[src/rtl/tlb_refill_pkg.sv]
// tlb_refill_pkg
//   Shared types and helpers for the TLB refill controller.
//   refill_state_e : refill sequencer states
//   idx_w()        : index width for an N-entry TLB (at least 1 bit)
package tlb_refill_pkg;

  typedef enum logic [2:0] {
    IDLE  = 3'd0,
    REQ   = 3'd1,
    WAIT  = 3'd2,
    DRAIN = 3'd3,
    WRITE = 3'd4
  } refill_state_e;

  function automatic int idx_w(input int entries);
    return (entries > 1) ? $clog2(entries) : 1;
  endfunction

endpackage

[src/rtl/tlb_victim_sel.sv]
// tlb_victim_sel
//   Picks the refill victim: lowest-index invalid entry, or the PLRU
//   suggestion once every entry is valid.
//   valid      in  ENTRIES  entry valid bitmap
//   repl_idx   in  IDX_W    PLRU victim suggestion
//   victim_idx out IDX_W    selected victim
//   all_valid  out 1        every entry valid (victim came from PLRU)
module tlb_victim_sel
  import tlb_refill_pkg::*;
#(
  parameter int ENTRIES = 8,
  parameter int IDX_W   = idx_w(ENTRIES)
) (
  input  logic [ENTRIES-1:0] valid,
  input  logic [IDX_W-1:0]   repl_idx,
  output logic [IDX_W-1:0]   victim_idx,
  output logic               all_valid
);

  logic [IDX_W-1:0] first_free;

  // Scan from the top down so the lowest free index is the last one written.
  always_comb begin
    first_free = '0;
    for (int i = ENTRIES - 1; i >= 0; i--) begin
      if (!valid[i]) first_free = IDX_W'(i);
    end
    all_valid  = &valid;
    victim_idx = all_valid ? repl_idx : first_free;
  end

endmodule

[src/rtl/tlb_refill_ctrl.sv]
// tlb_refill_ctrl
//   Refill sequencer for a fully-associative TLB. Accepts a lookup miss,
//   issues a page-table walk, writes the victim entry, and owns the entry
//   valid bitmap and the PLRU update port.
//   Optional build macro TLB_REFILL_PERF_EN adds refill/evict counters.
//
//   clk_i, rstn_i                     clock, synchronous active-low reset
//   miss_valid_i/ready_o/vpn_i        miss request handshake
//   lookup_hit_i, lookup_idx_i        lookup hit to forward to PLRU
//   flush_i                           invalidate all, abort refill
//   ptw_req_valid_o/ready_i/vpn_o     walk request
//   ptw_resp_valid_i, ptw_resp_error_i walk response
//   plru_hit_o, plru_idx_o            PLRU update port
//   plru_repl_idx_i                   PLRU victim suggestion
//   wr_en_o, wr_idx_o, wr_vpn_o       TLB entry write
//   valid_o                           entry valid bitmap
//   refill_done_o, refill_err_o       completion pulses
//   refill_cnt_o, evict_cnt_o         perf counters (TLB_REFILL_PERF_EN)
//
// state | meaning
// IDLE  | ready for a miss
// REQ   | walk request held until PTW accepts
// WAIT  | walk outstanding
// DRAIN | flushed while walking; swallow the next response
// WRITE | one-cycle entry write + PLRU update
module tlb_refill_ctrl
  import tlb_refill_pkg::*;
#(
  parameter int ENTRIES = 8,
  parameter int VPN_W   = 27,
  parameter int CNT_W   = 32,
  localparam int IDX_W  = idx_w(ENTRIES)
) (
  input  logic               clk_i,
  input  logic               rstn_i,
  input  logic               miss_valid_i,
  output logic               miss_ready_o,
  input  logic [VPN_W-1:0]   miss_vpn_i,
  input  logic               lookup_hit_i,
  input  logic [IDX_W-1:0]   lookup_idx_i,
  input  logic               flush_i,
  output logic               ptw_req_valid_o,
  input  logic               ptw_req_ready_i,
  output logic [VPN_W-1:0]   ptw_req_vpn_o,
  input  logic               ptw_resp_valid_i,
  input  logic               ptw_resp_error_i,
  output logic               plru_hit_o,
  output logic [IDX_W-1:0]   plru_idx_o,
  input  logic [IDX_W-1:0]   plru_repl_idx_i,
  output logic               wr_en_o,
  output logic [IDX_W-1:0]   wr_idx_o,
  output logic [VPN_W-1:0]   wr_vpn_o,
  output logic [ENTRIES-1:0] valid_o,
  output logic               refill_done_o,
  output logic               refill_err_o
`ifdef TLB_REFILL_PERF_EN
  ,
  output logic [CNT_W-1:0]   refill_cnt_o,
  output logic [CNT_W-1:0]   evict_cnt_o
`endif
);

  refill_state_e      state, state_nxt;
  logic [VPN_W-1:0]   vpn_q;
  logic [ENTRIES-1:0] valid_q;
  logic [IDX_W-1:0]   victim;
  logic               all_valid;
  logic               miss_fire;
  logic               write_fire;

  tlb_victim_sel #(.ENTRIES(ENTRIES), .IDX_W(IDX_W)) u_victim_sel (
    .valid      (valid_q),
    .repl_idx   (plru_repl_idx_i),
    .victim_idx (victim),
    .all_valid  (all_valid)
  );

  assign miss_ready_o    = (state == IDLE) && !flush_i;
  assign miss_fire       = miss_valid_i && miss_ready_o;
  assign write_fire      = (state == WRITE) && !flush_i;

  assign ptw_req_valid_o = (state == REQ) && !flush_i;
  assign ptw_req_vpn_o   = vpn_q;

  assign wr_en_o         = write_fire;
  assign wr_idx_o        = victim;
  assign wr_vpn_o        = vpn_q;
  assign refill_done_o   = write_fire;
  assign refill_err_o    = (state == WAIT) && !flush_i && ptw_resp_valid_i && ptw_resp_error_i;
  assign valid_o         = valid_q;

  // The refill owns the PLRU port in WRITE; a coincident lookup hit is dropped.
  assign plru_hit_o      = (state == WRITE) ? write_fire : lookup_hit_i;
  assign plru_idx_o      = (state == WRITE) ? victim     : lookup_idx_i;

  always_comb begin
    state_nxt = state;
    case (state)
      IDLE:  if (miss_fire) state_nxt = REQ;
      REQ: begin
        if (flush_i)              state_nxt = IDLE;
        else if (ptw_req_ready_i) state_nxt = WAIT;
      end
      WAIT: begin
        // A response arriving with the flush is already consumed; only an
        // outstanding walk needs draining.
        if (flush_i)               state_nxt = ptw_resp_valid_i ? IDLE : DRAIN;
        else if (ptw_resp_valid_i) state_nxt = ptw_resp_error_i ? IDLE : WRITE;
      end
      DRAIN: if (!flush_i && ptw_resp_valid_i) state_nxt = IDLE;
      WRITE: state_nxt = IDLE;
      default: state_nxt = IDLE;
    endcase
  end

  always_ff @(posedge clk_i) begin
    if (!rstn_i) begin
      state   <= IDLE;
      vpn_q   <= '0;
      valid_q <= '0;
    end else begin
      state <= state_nxt;
      if (miss_fire) vpn_q <= miss_vpn_i;
      if (flush_i)         valid_q         <= '0;
      else if (write_fire) valid_q[victim] <= 1'b1;
    end
  end

`ifdef TLB_REFILL_PERF_EN
  logic [CNT_W-1:0] refill_cnt_q, evict_cnt_q;

  always_ff @(posedge clk_i) begin
    if (!rstn_i) begin
      refill_cnt_q <= '0;
      evict_cnt_q  <= '0;
    end else if (write_fire) begin
      refill_cnt_q <= refill_cnt_q + 1'b1;
      if (all_valid) evict_cnt_q <= evict_cnt_q + 1'b1;
    end
  end

  assign refill_cnt_o = refill_cnt_q;
  assign evict_cnt_o  = evict_cnt_q;
`endif

endmodule

[config.mk]
export PLATFORM = sky130hd
export DESIGN_NAME = tlb_refill_ctrl
export DESIGN_NICKNAME = d
export VERILOG_FILES = /design/src/rtl/tlb_refill_pkg.sv /design/src/rtl/tlb_victim_sel.sv /design/src/rtl/tlb_refill_ctrl.sv
export SDC_FILE = /design/constraint.sdc
export NUM_CORES = 1
export LEC_CHECK = 0
export BUFFER_PORTS_ARGS = -buffer_cell sky130_fd_sc_hd__buf_2
export CAP_MARGIN = 20
export CORE_UTILIZATION = 46
export CTS_CLUSTER_DIAMETER = 40
export CTS_CLUSTER_SIZE = 12
export DETAILED_ROUTE_END_ITERATION = 8
export GPL_TIMING_DRIVEN = 0
export PLACE_DENSITY_LB_ADDON = 0.2
export SETUP_SLACK_MARGIN = 0.05
export SYNTH_ARGS = -nofsm -noshare
export SYNTH_HDL_FRONTEND = slang
export SYNTH_SLANG_ARGS = --single-unit
[constraint.sdc]
create_clock -name clk_i -period 2 [get_ports clk_i]
set_input_delay 0.1 -clock clk_i [delete_from_list [all_inputs] [get_ports clk_i]]
set_output_delay 0.1 -clock clk_i [all_outputs]
set_load 0.05 [all_outputs]
Word-level counts from Yosys, hierarchy flattened
Index checks and enable logic that the tools add are counted.
{ "classes": {"order_cmp": 2, "eq_ne": 8, "mux": 22, "bitwise": 2, "reduce_logical": 14} }
{ "ops": {"columns": ["operator", "count"], "rows": [
  ["3-bit 2-to-1 mux", 17],
  ["3-bit case mux with 4 select lines", 1],
  ["1-bit logical AND", 9],
  ["8-bit bitwise OR", 1],
  ["8-bit AND reduction", 1],
  ["3-bit by 2-bit == test with 1-bit output (second input constant)", 2],
  ["3-bit inequality test (second input constant)", 2],
  ["3-bit by 4-bit less-than comparator with 1-bit output (second input constant)", 1],
  ["2-bit inequality test (second input constant)", 2],
  ["4-bit AND reduction", 1],
  ["1-bit demux with 3-bit select", 1],
  ["3-bit by 1-bit == test with 1-bit output (second input constant)", 1],
  ["3-bit == test (second input constant)", 1],
  ["3-bit by 1-bit >= comparator with 1-bit output (second input constant)", 1],
  ["3-bit zero test", 1],
  ["1-bit 2-to-1 mux", 2],
  ["2-bit 2-to-1 mux", 1],
  ["2-bit OR reduction", 1],
  ["1-bit zero test", 1],
  ["1-bit inverter", 1]
]} }
{ "totals": {"reg_bits": 38, "input_bits": 41, "out_inout_bits": 74} }

Logic depth before layout (Yosys ltp)
Gate-level depths: netlist of run 1.
{ "logic_depth": {"word_depth": 14, "ltp_mapped": 7, "mapped_depth_nobuf": 6} }

By module
Synthesis of run 1 repeated with hierarchy kept, for this count alone.
{ "hier_totals": {"hier_cells": 227, "area_unflattened_um2": 1956.9} }
{ "modules_own_cells": {"columns": ["module", "n_inst", "cells_each", "area_per_inst_um2"], "rows": [
  ["tlb_refill_ctrl", 1, 212, 1874.3],
  ["tlb_victim_sel", 1, 15, 82.6]
]} }

Least setup slack after synthesis of run 1
No wires, ideal clock.
{ "synth_timing": {"kind": "register -> output", "from": "register valid_q[5] (netlist: valid_o[5])", "to": "output port plru_idx_o[1]", "arrival_time_ps": 2596, "required_time_ps": 1900, "path_slack_ps": -696, "stages_incl_launch_ff": 4, "path_cell_list": "dfxtp_1 > a21oi_1 > nor3_1 > mux2_2"} }
{ "synth_via": {"elab_chain_len": 8} }
{ "synth_rtl": {"columns": ["item", "line", "text"], "rows": [
  ["start, declared", "tlb_refill_ctrl.sv:65", "logic [ENTRIES-1:0] valid_q;"],
  ["start signal, assigned", "tlb_refill_ctrl.sv:120", "valid_q <= '0;"],
  ["start signal, assigned", "tlb_refill_ctrl.sv:124", "if (flush_i) valid_q <= '0;"],
  ["start signal, assigned by index", "tlb_refill_ctrl.sv:125", "else if (write_fire) valid_q[victim] <= 1'b1;"],
  ["3-bit 2-to-1 mux (6 in series)", "tlb_victim_sel.sv:26", "if (!valid[i]) first_free = IDX_W'(i);"],
  ["3-bit 2-to-1 mux *", "tlb_victim_sel.sv:29", "victim_idx = all_valid ? repl_idx : first_free;"],
  ["net wr_idx_o[1]", "tlb_refill_ctrl.sv:51", "output logic [IDX_W-1:0] wr_idx_o,"],
  ["3-bit 2-to-1 mux *", "tlb_refill_ctrl.sv:94", "assign plru_idx_o = (state == WRITE) ? victim : lookup_idx_i;"],
  ["end, declared", "tlb_refill_ctrl.sv:48", "output logic [IDX_W-1:0] plru_idx_o,"]
]} }
The timed path passes the listed nets; every way through them passes the cells marked *.

Worst setup path in the final report of run 1
{ "layout_timing": {"from": "register valid_q[2] (netlist: valid_o[2])", "to": "output port wr_idx_o[0]"} }
{ "layout_via": {"elab_chain_len": 4} }
{ "layout_rtl": {"columns": ["item", "line"], "rows": [
  ["3-bit 2-to-1 mux (3 in series)", "tlb_victim_sel.sv:26"],
  ["3-bit 2-to-1 mux *", "tlb_victim_sel.sv:29"],
  ["end, declared", "tlb_refill_ctrl.sv:51"]
]} }
Every way passes the cells marked *; elsewhere a longest branch is shown, timed or not.

==> results.py, run 1 <==
metrics = {
    "run_status": {
        "outcome": "complete, no violations",
    },
    "worst_setup_path": {
        "cp.arrival_ns": 1.70,
        "crit_chain": "nand4_1 > nor2_1 > nand2_1 > o21a_1 > inv_1 > clkbuf_4",
        "end_kind": "output pin",
        "slowest_stage": "dfxtp_1",
        "cp-start-kind": "register",
        "worstReg2RegStart": "state[0]",
        "crit_start": "valid_o[2]",
        "required_ns": 1.90,
        "reg2reg_depth": 5,
        "crit_path_max_fanout": 6,
        "crit_type": "reg -> out",
        "critPathMaxStageDelay_ns": 0.40,
    },
    "worst_hold_path": {
        "hold_depth": 3,
        "min-delay-start": "miss_vpn_i[12]",
        "worstHoldPathType": "in -> reg",
    },
    "cts": {
        "clockBufferDepth": 2,
        "cts_buffers": 5,
        "htreeDepth": 2,
        "cts_root_buf": "clkbuf_8",
        "path_clk_slew_ns": 0.07,
        "post-cts-setup-buffers": 0,
        "cts_tree": "built",
        "numClockSinks": 38,
        "worstSkewPairLatency_ns": 0.28,
    },
    "die": {
        "die_area_um2": 4270,
        "num_rows": 22,
        "initial_core_util_pct": 49.3,
        "ios": 115,
        "coreArea_um2": 3740,
        "die_h_um": 65.3,
        "die_x_um": 65.3,
    },
    "pwr": {
        "pwr-share-seq_pct": 44.8,
        "p_int_mw": 1.21,
        "switching_share_pct": 32.9,
        "p_comb_share_pct": 25.9,
        "clkPwrFrac_pct": 29.3,
        "peakVddDrop_v": 0.000416,
        "switchingPower_mw": 0.594,
        "powerDensity_nw_per_um2": 693,
        "total_leakage_power_nw": 1.35,
    },
    "synthesis": {
        "synth.avg_cell_area_um2": 8.06,
        "ys_seq_area_share_pct": 41.2,
        "synthCells": 229,
        "synth_cell_type_count": 31,
        "netlist_area_um2": 1850,
        "ys_ff_latch": 38,
        "ys_warn_count": 0,
        "syn_nets": 270,
    },
    "grt": {
        "grt_usage_pct": 20.3,
        "grt_pass1_vias": 1553,
        "grt_pass1_wl_mm": 6.76,
        "grt_max_degree": 12,
        "grt.overflow.total": 0,
        "antenna_found_initial": 0,
    },
    "sta": {
        "clock_skew_ns": 0.00651,
        "slew_violations": 0,
        "final.setup.tns_ns": 0,
        "finalSetupViolations": 0,
        "worstMarginPinSlew_ns": 0.383,
        "rsz0062_at_grt": "no",
        "period_share_pct": 90.0,
        "finalHoldViolCount": 0,
        "finalCriticalPeriod_ns": 1.80,
        "worst_slack_ns": 0.201,
        "fmax_mhz": 556,
        "slew-limit-headroom_pct": 74.5,
    },
    "final_layout": {
        "final_net_count": 392,
        "fin_util_pct": 69.7,
        "drive_above_1_share_pct": 46.6,
        "mostFrequentLayoutCell": "buf_2",
        "mostFrequentLayoutCells": "buf_2, nand2_1, dfxtp_1, buf_4, a21boi_1",
        "diodes": 0,
        "n_fill_cell": 341,
        "final_area_um2": 2610,
        "areaGrowthSynthToFinish_pct": 41.4,
    },
    "routing": {
        "vias": 1871,
        "dr.pass1.iters": 4,
        "route.detailed.drc": 0,
        "avgRoutedWirePerCell_um": 10.4,
        "viasPerCell": 4.68,
        "drt_wl_total_mm": 4.17,
        "first_iter_violations": 95,
        "ant_nets": 0,
    },
    "place": {
        "numPortBuffers": 114,
        "gp_congestion": 0.749,
        "post-place-ws_ns": 0.481,
        "hpwl_mm": 3.17,
        "placed_cell_area_um2": 2500,
    },
    "job": {
        "cap_violations": 0,
    },
}
per-stage QoR:
stage                     cells  power, mW  hold slack, ns
after floorplan             229       1.18           0.176
after global placement      391       1.29           0.279
after detailed placement    391       1.30           0.285
after CTS                   400       1.82          0.0452
after global routing        400       1.90          0.0356
final                       400       1.81          0.0480
Yosys cell counts:
library cell,count,area (um2)
nand2_1,71,267
dfxtp_1,38,761
buf_4,29,218
a21boi_1,20,150
o21ai_0,9,45.0
a21boi_0,7,52.6
nor2_1,7,26.3
inv_1,5,18.8
clkbuf_1,4,15.0
nand2b_1,4,25.0
nor3_1,4,20.0
a21oi_1,3,15.0
buf_2,3,15.0
buf_6,3,33.8
a22o_1,2,17.5
mux2_2,2,22.5
nand4_1,2,12.5
nand4b_1,2,17.5
nor2b_1,2,12.5
a211oi_1,1,7.51
a21o_1,1,7.51
a311oi_1,1,8.76
a31oi_1,1,6.26
and2_1,1,6.26
and4_1,1,8.76
nand3_1,1,5.00
nor2_2,1,6.26
nor3b_1,1,7.51
nor4_4,1,21.3
nor4b_1,1,8.76
o21a_1,1,7.51
worst max-delay path, delay by kind of cell, from the launching register on:
family          cells  cell delay, ns
buf+inv             2            0.43
simple gates        3            0.41
flops               1            0.40
compound gates      1            0.18
what timing repair did:
action,4_1_cts,5_1_grt
hold buffers,1,0
setup endpoints to repair,0,1
resized for setup,0,1
endpoints found under the hold margin,1,0
cell type report:
type                       instances  area [um2]  share of cell area, %
tap                               48        60.1                   2.30
multi-input combinational        147         813                   31.2
inverter                           5        18.8                  0.719
sequential                        38         761                   29.2
clock buffer                       7        86.3                   3.31
clock inverter                     1        5.00                  0.192
timing repair buffer             115         583                   22.4
buffer                            39         282                   10.8
routing by layer:
layer / GRT usage, % / vias up / share of wire [%]
li1: - / 967 / -
met1: 25.1 / 824 / 45
met2: 35.1 / 75 / 48
met3: 5.03 / 5 / 6.8
met4: 4.89 / 0 / 0.72
met5: 0 / - / 0
logic make-up (layout without fill, tap and decap cells):
kind of cell           count (synthesis)  count (layout)  share of synthesized area, %
and+or+nand+nor                       99              99                          24.1
DFF                                   38              38                          41.2
AOI/OAI and AO/OA                     46              46                          17.2
muxes                                  2               2                          1.22
buffers and inverters                 44             167                          16.3
power groups by stage:
stage | clock, mW | sequential, mW | combinational [mW]
floorplan | 0 | 0.920 | 0.258
global route | 0.585 | 0.815 | 0.498
finish | 0.529 | 0.810 | 0.468
CTS | 0.539 | 0.810 | 0.472
global placement | 0 | 0.826 | 0.464
detailed placement | 0 | 0.827 | 0.469
worst paths after layout:
check	endpoint	slack, ns
worst min register to register	ptw_req_vpn_o[22]	0.47
worst min-delay path	ptw_req_vpn_o[12]	0.05
worst max register to register	ptw_req_vpn_o[7]	0.52
worst max-delay path	wr_idx_o[0]	0.20
sequential cells by signal (all words and copies together) (netlist names):
register / count
ptw_req_vpn_o: 27
state: 3
valid_o: 8
(Power assumes the default switching activity.)
==> inputs of run 2 (changes only) <==
--- a/config.mk
+++ b/config.mk
@@ -7,7 +7,8 @@
 export LEC_CHECK = 0
 export BUFFER_PORTS_ARGS = -buffer_cell sky130_fd_sc_hd__buf_2
 export CAP_MARGIN = 20
-export CORE_UTILIZATION = 46
+export CORE_ASPECT_RATIO = 1.25
+export CORE_UTILIZATION = 40
 export CTS_CLUSTER_DIAMETER = 40
 export CTS_CLUSTER_SIZE = 12
 export DETAILED_ROUTE_END_ITERATION = 8
==> results.py, run 2 (synthesized netlist as in run 1, its figures left out) <==
metrics = {
    "cts": {
        "path_clk_slew_ns": 0.07,
        "cts_tree": "built",
        "htreeDepth": 2,
        "post-cts-setup-buffers": 0,
        "clockBufferDepth": 2,
        "cts_root_buf": "clkbuf_8",
        "numClockSinks": 38,
        "worstSkewPairLatency_ns": 0.28,
        "cts_buffers": 5,
    },
    "sta": {
        "clock_skew_ns": 0.00306,
        "finalHoldViolCount": 0,
        "slew_violations": 0,
        "finalCriticalPeriod_ns": 1.83,
        "rsz0062_at_grt": "no",
        "worstMarginPinSlew_ns": 0.376,
        "period_share_pct": 91.4,
        "fmax_mhz": 547,
        "slew-limit-headroom_pct": 74.9,
        "final.setup.tns_ns": 0,
        "finalSetupViolations": 0,
    },
    "worst_setup_path": {
        "worst-path-stages": 6,
        "cp.arrival_ns": 1.73,
        "reg2reg_to": "ptw_req_vpn_o[25]",
        "end_kind": "output pin",
        "crit_path_max_fanout": 6,
        "critPathTopFamily": "buffers and inverters",
        "required_ns": 1.90,
        "reg2reg_depth": 6,
        "cp-start-kind": "register",
        "rrSetupSlack_ns": 0.51,
        "worstReg2RegStart": "state[1]",
        "crit_chain": "nand4_1 > nor2_1 > nand2_1 > o21a_1 > inv_1 > buf_2",
        "path_buf_inv": 2,
        "crit_path_end": "wr_idx_o[0]",
        "slowest_stage": "dfxtp_1",
        "critPathMaxStageDelay_ns": 0.42,
        "crit_start": "valid_o[2]",
        "crit_type": "reg -> out",
    },
    "routing": {
        "ant_nets": 0,
        "vias": 1833,
        "route.detailed.drc": 0,
        "viasPerCell": 4.48,
        "dr.pass1.iters": 4,
        "drt_wl_total_mm": 4.11,
        "avgRoutedWirePerCell_um": 10.0,
        "first_iter_violations": 64,
    },
    "pwr": {
        "p_int_mw": 1.18,
        "pwr-share-seq_pct": 46.1,
        "peakVddDrop_v": 0.000268,
        "total_leakage_power_nw": 1.34,
        "powerDensity_nw_per_um2": 674,
        "switchingPower_mw": 0.580,
        "p_comb_share_pct": 26.5,
        "switching_share_pct": 33.1,
        "clkPwrFrac_pct": 27.3,
    },
    "final_layout": {
        "drive_above_1_share_pct": 46.2,
        "diodes": 0,
        "areaGrowthSynthToFinish_pct": 41.1,
        "mostFrequentLayoutCell": "buf_2",
        "n_fill_cell": 430,
        "final_net_count": 392,
        "largest_reg_flops": 27,
        "mostFrequentLayoutCells": "buf_2, nand2_1, dfxtp_1, buf_4, a21boi_1",
        "final_area_um2": 2600,
    },
    "grt": {
        "grt_max_degree": 11,
        "antenna_found_initial": 0,
        "grt_pass1_vias": 1596,
        "grt.overflow.total": 0,
        "grt_pass1_wl_mm": 6.88,
        "grt_usage_pct": 17.7,
    },
    "worst_hold_path": {
        "worstHoldPathType": "in -> reg",
    },
    "die": {
        "ios": 115,
        "coreArea_um2": 4430,
        "initial_core_util_pct": 41.7,
        "die_h_um": 77.9,
        "die_area_um2": 4890,
        "num_rows": 27,
        "die_x_um": 62.8,
    },
    "place": {
        "placed_cell_area_um2": 2520,
        "numPortBuffers": 114,
        "gp_congestion": 0.781,
        "hpwl_mm": 3.17,
    },
    "run_status": {
        "outcome": "complete, no violations",
    },
    "job": {
        "cap_violations": 0,
    },
}
## run 2: cell count changes in the layout (fill, tap and decap cells not counted)
cell and change:
buf_2 +1, clkbuf_1 +1, clkbuf_4 -1, clkbuf_8 -1, clkinv_2 -1
## run 2: final cells by class
type / count / area (um2) / area share, %
Clock buffer: 7 / 76.3 / 2.93
Timing Repair Buffer: 115 / 581 / 22.3
Multi-Input combinational cell: 147 / 813 / 31.2
Sequential cell: 38 / 761 / 29.2
Buffer: 39 / 282 / 10.8
Inverter: 5 / 18.8 / 0.721
Tap cell: 58 / 72.6 / 2.79
## run 2: through the flow
stage	util (%)	hold slack (ns)	power [mW]	instances	setup slack (ns)
2_1_floorplan	-	0.176	1.18	229	0.0583
3_3_place_gp	56.9	0.275	1.29	401	0.471
3_5_place_dp	56.9	0.285	1.30	401	0.483
4_1_cts	58.8	0.0352	1.79	409	0.149
5_1_grt	58.8	0.0470	1.85	409	0.0528
6_report	58.8	0.0455	1.76	409	0.172
## run 2: repair_timing
item                       in CTS  in global routing
setup endpoints to repair       0                  0
hold buffers                    1                  0
resized for setup               0                  0
hold endpoints to repair        1                  0
## run 2: worst reg2reg max path: cells and delay by family, from the launching register on
| family | cells | cell delay [ns] |
|---|---|---|
| flops | 1 | 0.31 |
| simple gates | 3 | 0.61 |
| compound gates | 1 | 0.06 |
| buf+inv | 2 | 0.40 |
## run 2: power by group through the flow
stage	Sequential (mW)	Combinational, mW	Clock, mW
4_1_cts	0.810	0.470	0.508
5_1_grt	0.814	0.497	0.540
6_report	0.810	0.466	0.480
3_5_place_dp	0.828	0.468	0
3_3_place_gp	0.826	0.465	0
2_1_floorplan	0.920	0.258	0
## run 2: how the worst min path moves through the flow
stage                     startpoint                end  depth (start not counted)
global route           miss_vpn_i[6]   ptw_req_vpn_o[6]                          3
global placement    ptw_resp_error_i           state[2]                          2
floorplan           ptw_resp_error_i           state[2]                          1
CTS                   miss_vpn_i[13]  ptw_req_vpn_o[13]                          3
finish                miss_vpn_i[22]  ptw_req_vpn_o[22]                          3
detailed placement  ptw_resp_error_i           state[2]                          2
## run 2: layer usage
layer / GRT usage, % / vias up / routed length (um)
met5: 0 / - / 0
met4: 7.67 / 0 / 66
met3: 4.71 / 7 / 239
met2: 31.2 / 70 / 1990
met1: 19.9 / 793 / 1820
li1: - / 963 / -
